File: src/rtl/dma_sd_wr_pkg.sv
`default_nettype none
// ============================================================================
//  Module      : dma_sd_wr_pkg
//  Description : Shared definitions for the SD-card write DMA: FSM state
//                encoding, register selects, packet constants and the
//                byte-serial CRC16-CCITT step function.
//  Ports       : none (package)
//  Revision    : 1.0  initial release
// ============================================================================
package dma_sd_wr_pkg;

  // Each state names the byte currently in flight on the SPI engine.
  typedef enum logic [3:0] {
    ST_IDLE  = 4'd0,
    ST_GAP   = 4'd1,
    ST_TOKEN = 4'd2,
    ST_DATA  = 4'd3,
    ST_CRCH  = 4'd4,
    ST_CRCL  = 4'd5,
    ST_RESP  = 4'd6,
    ST_BUSY  = 4'd7,
    ST_STOP  = 4'd8
  } state_e;

  localparam logic [1:0] SEL_HAD = 2'b00;
  localparam logic [1:0] SEL_MAD = 2'b01;
  localparam logic [1:0] SEL_LAD = 2'b10;
  localparam logic [1:0] SEL_CST = 2'b11;

  localparam logic [7:0]  IDLE_BYTE  = 8'hFF;
  localparam logic [7:0]  DATA_TOKEN = 8'hFE;
  localparam logic [4:0]  RESP_MASK  = 5'b11111;
  localparam logic [4:0]  RESP_OK    = 5'b00101;
  localparam logic [9:0]  BLOCK_LEN  = 10'd512;
  localparam logic [15:0] CRC_POLY   = 16'h1021;

  // One byte of CRC16-CCITT, MSB first.
  function automatic logic [15:0] crc16_byte(input logic [15:0] crc_in,
                                             input logic [7:0]  data);
    logic [15:0] c;
    c = crc_in;
    for (int i = 7; i >= 0; i--) begin
      if (c[15] ^ data[i]) c = {c[14:0], 1'b0} ^ CRC_POLY;
      else                 c = {c[14:0], 1'b0};
    end
    return c;
  endfunction

endpackage
`default_nettype wire

File: src/rtl/sd_crc16.sv
`default_nettype none
// ============================================================================
//  Module      : sd_crc16
//  Description : Byte-serial CRC16-CCITT (poly 0x1021, init 0x0000, MSB
//                first). Usable for both SD write and read data paths.
//  Ports       : clk_i, rst_i  clock / async active-high reset
//                clr_i         synchronous clear to 0x0000 (wins over en_i)
//                en_i          fold data_i into the CRC this cycle
//                data_i [7:0]  byte to fold in
//                crc_o [15:0]  running CRC value
//  Revision    : 1.0  initial release
// ============================================================================
module sd_crc16
  import dma_sd_wr_pkg::*;
(
  input  logic        clk_i,
  input  logic        rst_i,
  input  logic        clr_i,
  input  logic        en_i,
  input  logic [7:0]  data_i,
  output logic [15:0] crc_o
);

  logic [15:0] crc_q, crc_d;

  always_comb begin
    crc_d = crc_q;
    if (clr_i)     crc_d = 16'h0000;
    else if (en_i) crc_d = crc16_byte(crc_q, data_i);
  end

  always_ff @(posedge clk_i or posedge rst_i) begin
    if (rst_i) crc_q <= 16'h0000;
    else       crc_q <= crc_d;
  end

  assign crc_o = crc_q;

endmodule
`default_nettype wire

File: src/rtl/dma_sd_wr.sv
`default_nettype none
// ============================================================================
//  Module      : dma_sd_wr
//  Description : SD-card write DMA. Fetches a 512-byte block from RAM via the
//                DMA sequencer and sends it to the SPI byte engine as a data
//                packet (gap, 0xFE, data, CRC16), checks the data-response
//                token, waits out card busy and pulses int_req.
//  Ports       : clk_i, rst_i              clock / async active-high reset
//                sd_start_o, sd_senddata_o  SPI byte request and byte
//                sd_rdy_i, sd_recvdata_i    SPI idle flag and received byte
//                din_i, dout_o, module_select_i, write_strobe_i, regsel_i
//                                           register window
//                dma_addr_o, dma_rd_i, dma_rnw_o, dma_req_o, dma_ack_i,
//                dma_end_i                  DMA sequencer channel (read only)
//                int_req_o                  one-cycle completion pulse
//  Revision    : 1.0  initial release
// ============================================================================
module dma_sd_wr
  import dma_sd_wr_pkg::*;
#(
  parameter int RESP_POLLS = 8
)
(
  input  logic        clk_i,
  input  logic        rst_i,
  output logic        sd_start_o,
  output logic [7:0]  sd_senddata_o,
  input  logic        sd_rdy_i,
  input  logic [7:0]  sd_recvdata_i,
  input  logic [7:0]  din_i,
  output logic [7:0]  dout_o,
  input  logic        module_select_i,
  input  logic        write_strobe_i,
  input  logic [1:0]  regsel_i,
  output logic [21:0] dma_addr_o,
  input  logic [7:0]  dma_rd_i,
  output logic        dma_rnw_o,
  output logic        dma_req_o,
  input  logic        dma_ack_i,
  input  logic        dma_end_i,
  output logic        int_req_o
);

  localparam int PW = $clog2(RESP_POLLS + 1);

  state_e          state_q, state_d;
  logic            dma_on_q, dma_on_d;
  logic            err_q, err_d;
  logic [21:0]     addr_q, addr_d;
  logic            dma_req_q, dma_req_d;
  logic            outst_q, outst_d;
  logic [7:0]      buf_q, buf_d;
  logic            buf_vld_q, buf_vld_d;
  logic [9:0]      req_cnt_q, req_cnt_d;
  logic [8:0]      byte_cnt_q, byte_cnt_d;
  logic [PW-1:0]   poll_q, poll_d;
  logic            sd_start_q, sd_start_d;
  logic [7:0]      send_q, send_d;
  logic            int_req_q, int_req_d;

  logic            w_wr, w_ack, w_rdy, w_set_err, w_consume, w_crc_en;
  logic [15:0]     w_crc;

  assign w_wr  = module_select_i && write_strobe_i;
  assign w_ack = dma_req_q && dma_ack_i;
  // The engine keeps sd_rdy high during the sd_start cycle, so a byte just
  // launched must not be mistaken for a finished one.
  assign w_rdy = sd_rdy_i && !sd_start_q;

  // ---------------- register window ----------------
  always_comb begin
    addr_d   = addr_q;
    dma_on_d = dma_on_q;
    err_d    = err_q;
    // A sequencer handshake beats a concurrent address register write.
    if (dma_on_q && w_ack) begin
      addr_d = addr_q + 22'd1;
    end else if (w_wr) begin
      case (regsel_i)
        SEL_HAD: addr_d[21:16] = din_i[5:0];
        SEL_MAD: addr_d[15:8]  = din_i;
        SEL_LAD: addr_d[7:0]   = din_i;
        default: ;
      endcase
    end
    if (w_wr && regsel_i == SEL_CST) begin
      dma_on_d = din_i[7];
      if (din_i[7]) err_d = 1'b0;
    end
    if (w_set_err) err_d = 1'b1;
    if (state_q == ST_STOP) dma_on_d = 1'b0;
  end

  always_comb begin
    case (regsel_i)
      SEL_HAD: dout_o = {2'b00, addr_q[21:16]};
      SEL_MAD: dout_o = addr_q[15:8];
      SEL_LAD: dout_o = addr_q[7:0];
      default: dout_o = {dma_on_q, err_q, 6'b0};
    endcase
  end

  // ---------------- prefetch pipeline ----------------
  always_comb begin
    outst_d   = outst_q;
    buf_d     = buf_q;
    buf_vld_d = buf_vld_q;
    req_cnt_d = req_cnt_q;
    if (!dma_on_q) begin
      // Stale dma_end after an abort finds outst_q clear and is dropped.
      outst_d   = 1'b0;
      buf_vld_d = 1'b0;
      req_cnt_d = 10'd0;
    end else begin
      if (w_ack) begin
        outst_d   = 1'b1;
        req_cnt_d = req_cnt_q + 10'd1;
      end else if (outst_q && dma_end_i) begin
        outst_d   = 1'b0;
        buf_d     = dma_rd_i;
        buf_vld_d = 1'b1;
      end
      if (w_consume) buf_vld_d = 1'b0;
    end
    // Only one byte of storage: a new fetch starts once the buffer has been
    // handed to the SPI engine, so it overlaps that byte's transmission.
    // dma_on_d drops the request on the same edge as an abort write.
    dma_req_d = dma_on_q && dma_on_d && (req_cnt_d < BLOCK_LEN)
                && !outst_d && !buf_vld_d;
  end

  // ---------------- packet FSM ----------------
  always_comb begin
    state_d    = state_q;
    sd_start_d = 1'b0;
    send_d     = send_q;
    byte_cnt_d = byte_cnt_q;
    poll_d     = poll_q;
    w_set_err  = 1'b0;
    w_consume  = 1'b0;
    w_crc_en   = 1'b0;
    case (state_q)
      ST_IDLE: begin
        byte_cnt_d = 9'd0;
        poll_d     = '0;
        if (dma_on_q && w_rdy) begin
          sd_start_d = 1'b1;
          send_d     = IDLE_BYTE;
          state_d    = ST_GAP;
        end
      end
      ST_GAP: begin
        if (w_rdy) begin
          sd_start_d = 1'b1;
          send_d     = DATA_TOKEN;
          state_d    = ST_TOKEN;
        end
      end
      ST_TOKEN, ST_DATA: begin
        if (w_rdy) begin
          // byte_cnt has wrapped to 0 after the 512th data byte.
          if (state_q == ST_DATA && byte_cnt_q == 9'd0) begin
            sd_start_d = 1'b1;
            send_d     = w_crc[15:8];
            state_d    = ST_CRCH;
          end else if (buf_vld_q) begin
            sd_start_d = 1'b1;
            send_d     = buf_q;
            w_consume  = 1'b1;
            w_crc_en   = 1'b1;
            byte_cnt_d = byte_cnt_q + 9'd1;
            state_d    = ST_DATA;
          end
        end
      end
      ST_CRCH: begin
        if (w_rdy) begin
          sd_start_d = 1'b1;
          send_d     = w_crc[7:0];
          state_d    = ST_CRCL;
        end
      end
      ST_CRCL: begin
        if (w_rdy) begin
          sd_start_d = 1'b1;
          send_d     = IDLE_BYTE;
          poll_d     = PW'(1);
          state_d    = ST_RESP;
        end
      end
      ST_RESP: begin
        if (w_rdy) begin
          if ((sd_recvdata_i[4:0] & RESP_MASK) == RESP_OK) begin
            sd_start_d = 1'b1;
            send_d     = IDLE_BYTE;
            state_d    = ST_BUSY;
          end else if (sd_recvdata_i == IDLE_BYTE && poll_q < PW'(RESP_POLLS)) begin
            sd_start_d = 1'b1;
            send_d     = IDLE_BYTE;
            poll_d     = poll_q + PW'(1);
          end else begin
            w_set_err = 1'b1;
            state_d   = ST_STOP;
          end
        end
      end
      ST_BUSY: begin
        if (w_rdy) begin
          if (sd_recvdata_i == IDLE_BYTE) begin
            state_d = ST_STOP;
          end else begin
            sd_start_d = 1'b1;
            send_d     = IDLE_BYTE;
          end
        end
      end
      ST_STOP: state_d = ST_IDLE;
      default: state_d = ST_IDLE;
    endcase
    if (!dma_on_q) begin
      state_d    = ST_IDLE;
      sd_start_d = 1'b0;
      send_d     = send_q;
      byte_cnt_d = 9'd0;
      poll_d     = '0;
      w_set_err  = 1'b0;
      w_consume  = 1'b0;
      w_crc_en   = 1'b0;
    end
    // Gated by dma_on so an abort landing on STOP stays silent.
    int_req_d = (state_q == ST_STOP) && dma_on_q;
  end

  sd_crc16 u_crc (
    .clk_i  (clk_i),
    .rst_i  (rst_i),
    .clr_i  (!dma_on_q),
    .en_i   (w_crc_en),
    .data_i (buf_q),
    .crc_o  (w_crc)
  );

  always_ff @(posedge clk_i or posedge rst_i) begin
    if (rst_i) begin
      state_q    <= ST_IDLE;
      dma_on_q   <= 1'b0;
      err_q      <= 1'b0;
      dma_req_q  <= 1'b0;
      outst_q    <= 1'b0;
      buf_q      <= 8'h00;
      buf_vld_q  <= 1'b0;
      req_cnt_q  <= 10'd0;
      byte_cnt_q <= 9'd0;
      poll_q     <= '0;
      sd_start_q <= 1'b0;
      send_q     <= IDLE_BYTE;
      int_req_q  <= 1'b0;
    end else begin
      state_q    <= state_d;
      dma_on_q   <= dma_on_d;
      err_q      <= err_d;
      dma_req_q  <= dma_req_d;
      outst_q    <= outst_d;
      buf_q      <= buf_d;
      buf_vld_q  <= buf_vld_d;
      req_cnt_q  <= req_cnt_d;
      byte_cnt_q <= byte_cnt_d;
      poll_q     <= poll_d;
      sd_start_q <= sd_start_d;
      send_q     <= send_d;
      int_req_q  <= int_req_d;
    end
  end

  // The RAM address is software state and survives reset.
  always_ff @(posedge clk_i) begin
    addr_q <= addr_d;
  end

  assign sd_start_o    = sd_start_q;
  assign sd_senddata_o = send_q;
  assign dma_addr_o    = addr_q;
  assign dma_rnw_o     = 1'b1;
  assign dma_req_o     = dma_req_q;
  assign int_req_o     = int_req_q;

endmodule
`default_nettype wire

File: config.mk
export PLATFORM = sky130hd
export DESIGN_NAME = dma_sd_wr
export DESIGN_NICKNAME = d
export VERILOG_FILES = /design/src/rtl/dma_sd_wr_pkg.sv /design/src/rtl/sd_crc16.sv /design/src/rtl/dma_sd_wr.sv
export SDC_FILE = /design/constraint.sdc
export NUM_CORES = 1
export LEC_CHECK = 0
export BUFFER_PORTS_ARGS = -buffer_cell sky130_fd_sc_hd__buf_2
export CAP_MARGIN = 20
export CORE_MARGIN = 2
export CORE_UTILIZATION = 56
export CTS_CLUSTER_DIAMETER = 60
export DETAILED_ROUTE_END_ITERATION = 8
export PLACE_DENSITY = 0.82
export SLEW_MARGIN = 0
export SYNTH_ARGS = -nofsm -noshare
export SYNTH_HDL_FRONTEND = slang
export SYNTH_HIERARCHICAL = 1
export SYNTH_SLANG_ARGS = --single-unit
export TNS_END_PERCENT = 10
File: constraint.sdc
create_clock -name clk_i -period 4.2 [get_ports clk_i]
set_input_delay 0.42 -clock clk_i [delete_from_list [all_inputs] [get_ports clk_i]]
set_output_delay 0.42 -clock clk_i [all_outputs]
set_load 0.01 [all_outputs]
==> metrics <==
area of the core 9240 sq um; worst-path fanout max 22; Slew @ Worst Pin 1.008 ns; # IOs 75; WP data arrival 3.31 ns; post-synthesis sequential area ratio 43.56%; critical path's largest stage delay 0.74 ns; Synth area leader dfrtp_1; pwr/cell area 319.7 nW/um^2; wire length per cell 16.88 um; Mapped Avg Cell Area 10.25 sq um; clock buffer depth 2; critical path class flop to flop; final wirelength 12170 um; Die X 101.6 um; Syn Nets 558; first-pass iteration count of the detailed router 5; Worst path top cell family by delay simple AND/OR/NAND/NOR gates; CTS tree built; Post-CTS Setup Inserts 0; WP data required 4.47 ns; Slew Limit Fails 0; Port Buffers 73; Post-synth top cells 58 x dfrtp_1, 43 x nand3_1, 43 x nor2_1; number of global-route vias before repair 3999; CTS clock-pin slew for the worst setup and hold paths 0.10 ns; cell with the most instances after synthesis dfrtp_1; row cnt 35; CTS Root Cell clkbuf_8; status finished, final reports clean; yosys warns 6; Pwr Total 1.914 mW; Post-Layout Cell Count 721; worst-path cell chain nor3b_4 > a31oi_4 > nor3_4 > buf_4 > nor2_1 > a211oi_1; Synth Cell Area 5331 sq um; Slowest cell on crit path nor3_4; Final period util 72.37%; H-tree levels 3; Nets 625; Inst Count DP 702; Post-DP HPWL 8920 um; final setup fails 0; 1st-iter DRT viols 248; first-pass GRT wire length 19980 um; highest ir drop seen on vdd 0.0002453 V; DRC viols 0; initial antenna violation count 0; clk_lat worst skew 0.37 ns; Overall Global Routing Usage 24.69%; synth top area cells dfrtp_1 27%, edfxtp_1 12%, xnor2_1 4.4%, nand3_1 4.0%, dfstp_2 3.9%; Cell variety after synth 70; Post-synth EDFFs 22; vias 4251; Hold WC Path Type primary input to flop; Main synth FF type dfrtp_1; FF+latch count, synth 88; Post-synth ARST share 75.00%; Die H 101.6 um; # diodes 0; crit path capture type flop; GR Overflow Total 0; RSZ-0062 raised after global routing false; Post-Synthesis Cells 520; Setup Skew 0.007854 ns; vias per std cell 5.896; Max Cap Violations 0; Final Wtd Congestion 0.9231; Pleak 2.500 nW; Clock Sinks 88; Initial Util 57.70%; Rel. slew slack 32.23%; die area 10320 sq um; Setup TNS Final 0 ns; startpoint types flop; Final Hold Fails 0; synth-to-layout area growth 12.32%; largest net degree at the start of global routing 51; area share of the largest cell type after synthesis 27.22%; CTS Buf Count 9; antenna viol nets, final 0; Tmin final 3.040 ns; Buf/Inv on CP 1; FMAX 329.0 MHz; layout cells sized above 1 23.48%
## cell families (layout without fill, tap and decap cells)
kind of cell,count (synthesis),in the layout,synth area share (%)
AO/OA/AOI/OAI,95,95,11.22
XOR/XNOR,54,54,12.65
adder cells (fa/ha/maj),5,5,1.173
buffers and inverters,37,109,3.121
flip-flops,88,88,43.56
multiplexers,33,33,7.205
other,1,1,0.07034
AND/OR/NAND/NOR,207,207,21.00
## layout by cell type (no fill, tap or decap), types with 8 or more instances in the layout
master and count:
xor2_1 11, a211oi_1 8, nand2_1 36, nand2b_1 14, dfrtp_1 58, clkbuf_8 9
edfxtp_1 22, mux2_4 8, mux2i_1 14, nand3_1 43, nor2_1 43, nor3_1 8
mux2_2 11, xnor2_1 27, a21oi_1 35, inv_1 10, and3_1 12, dfstp_2 8
o21ai_0 23, nand4_1 9, buf_2 73
## cell type report
| type | count | area [sq um] |
|---|---|---|
| well taps | 129 | 161.4 |
| multi-input cells | 395 | 2843 |
| inverters | 12 | 45.04 |
| clock buffers | 9 | 123.9 |
| clock inverters | 7 | 55.05 |
| flip-flops and latches | 88 | 2322 |
| repair buffers | 81 | 437.9 |
| fillers | 759 | 3252 |
## per-stage QoR
step	utilization (%)	hold WS [ns]	setup slack (ns)	instance area, sq um
2_1_floorplan	-	0.3337	1.928	5331
3_3_place_gp	62.49	0.4845	1.346	5774
3_5_place_dp	62.49	0.4923	1.192	5774
4_1_cts	64.43	0.1340	1.188	5953
5_1_grt	64.81	0.2675	0.9163	5988
6_report	64.81	0.2714	1.160	5988
## worst paths after layout
kind,cells past startpoint,endpoint,slack [ns],startpoint
worst max-delay path,6,u_crc/crc_o[2]$_DFFE_PP0P_,1.16,state_q[3]$_DFFE_PP0P_
min in group asynchronous,3,buf_q[4]$_DFFE_PP0P_,0.49,rst_i
worst min-delay path,2,buf_q[2]$_DFFE_PP0P_,0.27,dma_rd_i[2]
max in group asynchronous,3,u_crc/crc_o[14]$_DFFE_PP0P_,3.14,rst_i
worst max register to register,6,u_crc/crc_o[2]$_DFFE_PP0P_,1.16,state_q[3]$_DFFE_PP0P_
worst min register to register,1,byte_cnt_q[5]$_DFFE_PP0P_,0.51,byte_cnt_q[5]$_DFFE_PP0P_
## sequential cells by signal, summed over array words and instances, names as in the netlist, 4 cells and up
| name | flops |
|---|---|
| u_crc/crc_o | 16 |
| state_q | 4 |
| poll_q | 4 |
| byte_cnt_q | 9 |
| dma_addr_o | 22 |
| sd_senddata_o | 8 |
| buf_q | 8 |
| req_cnt_q | 10 |
## timing repair
action                                 in CTS  in global routing
hold buffers                                0                  1
resized for setup                           0                  0
endpoints found under the hold margin       0                  6
## report_power, final
part	leakage [nW]	total, mW	internal [mW]	switching, mW
Combinational	1.32	0.389	0.175	0.213
Sequential	1.09	0.973	0.927	0.0466
Clock	0.0915	0.552	0.221	0.331
Total	2.50	1.91	1.32	0.591
## metal layers
layer	up-vias	wire (um)	global-route usage, %
li1	2011	-	-
met1	2072	5346	35.75
met2	152	5930	38.51
met3	16	703	3.451
met4	0	187	8.316
met5	-	0	0
Power figures use the tool's default switching activity.
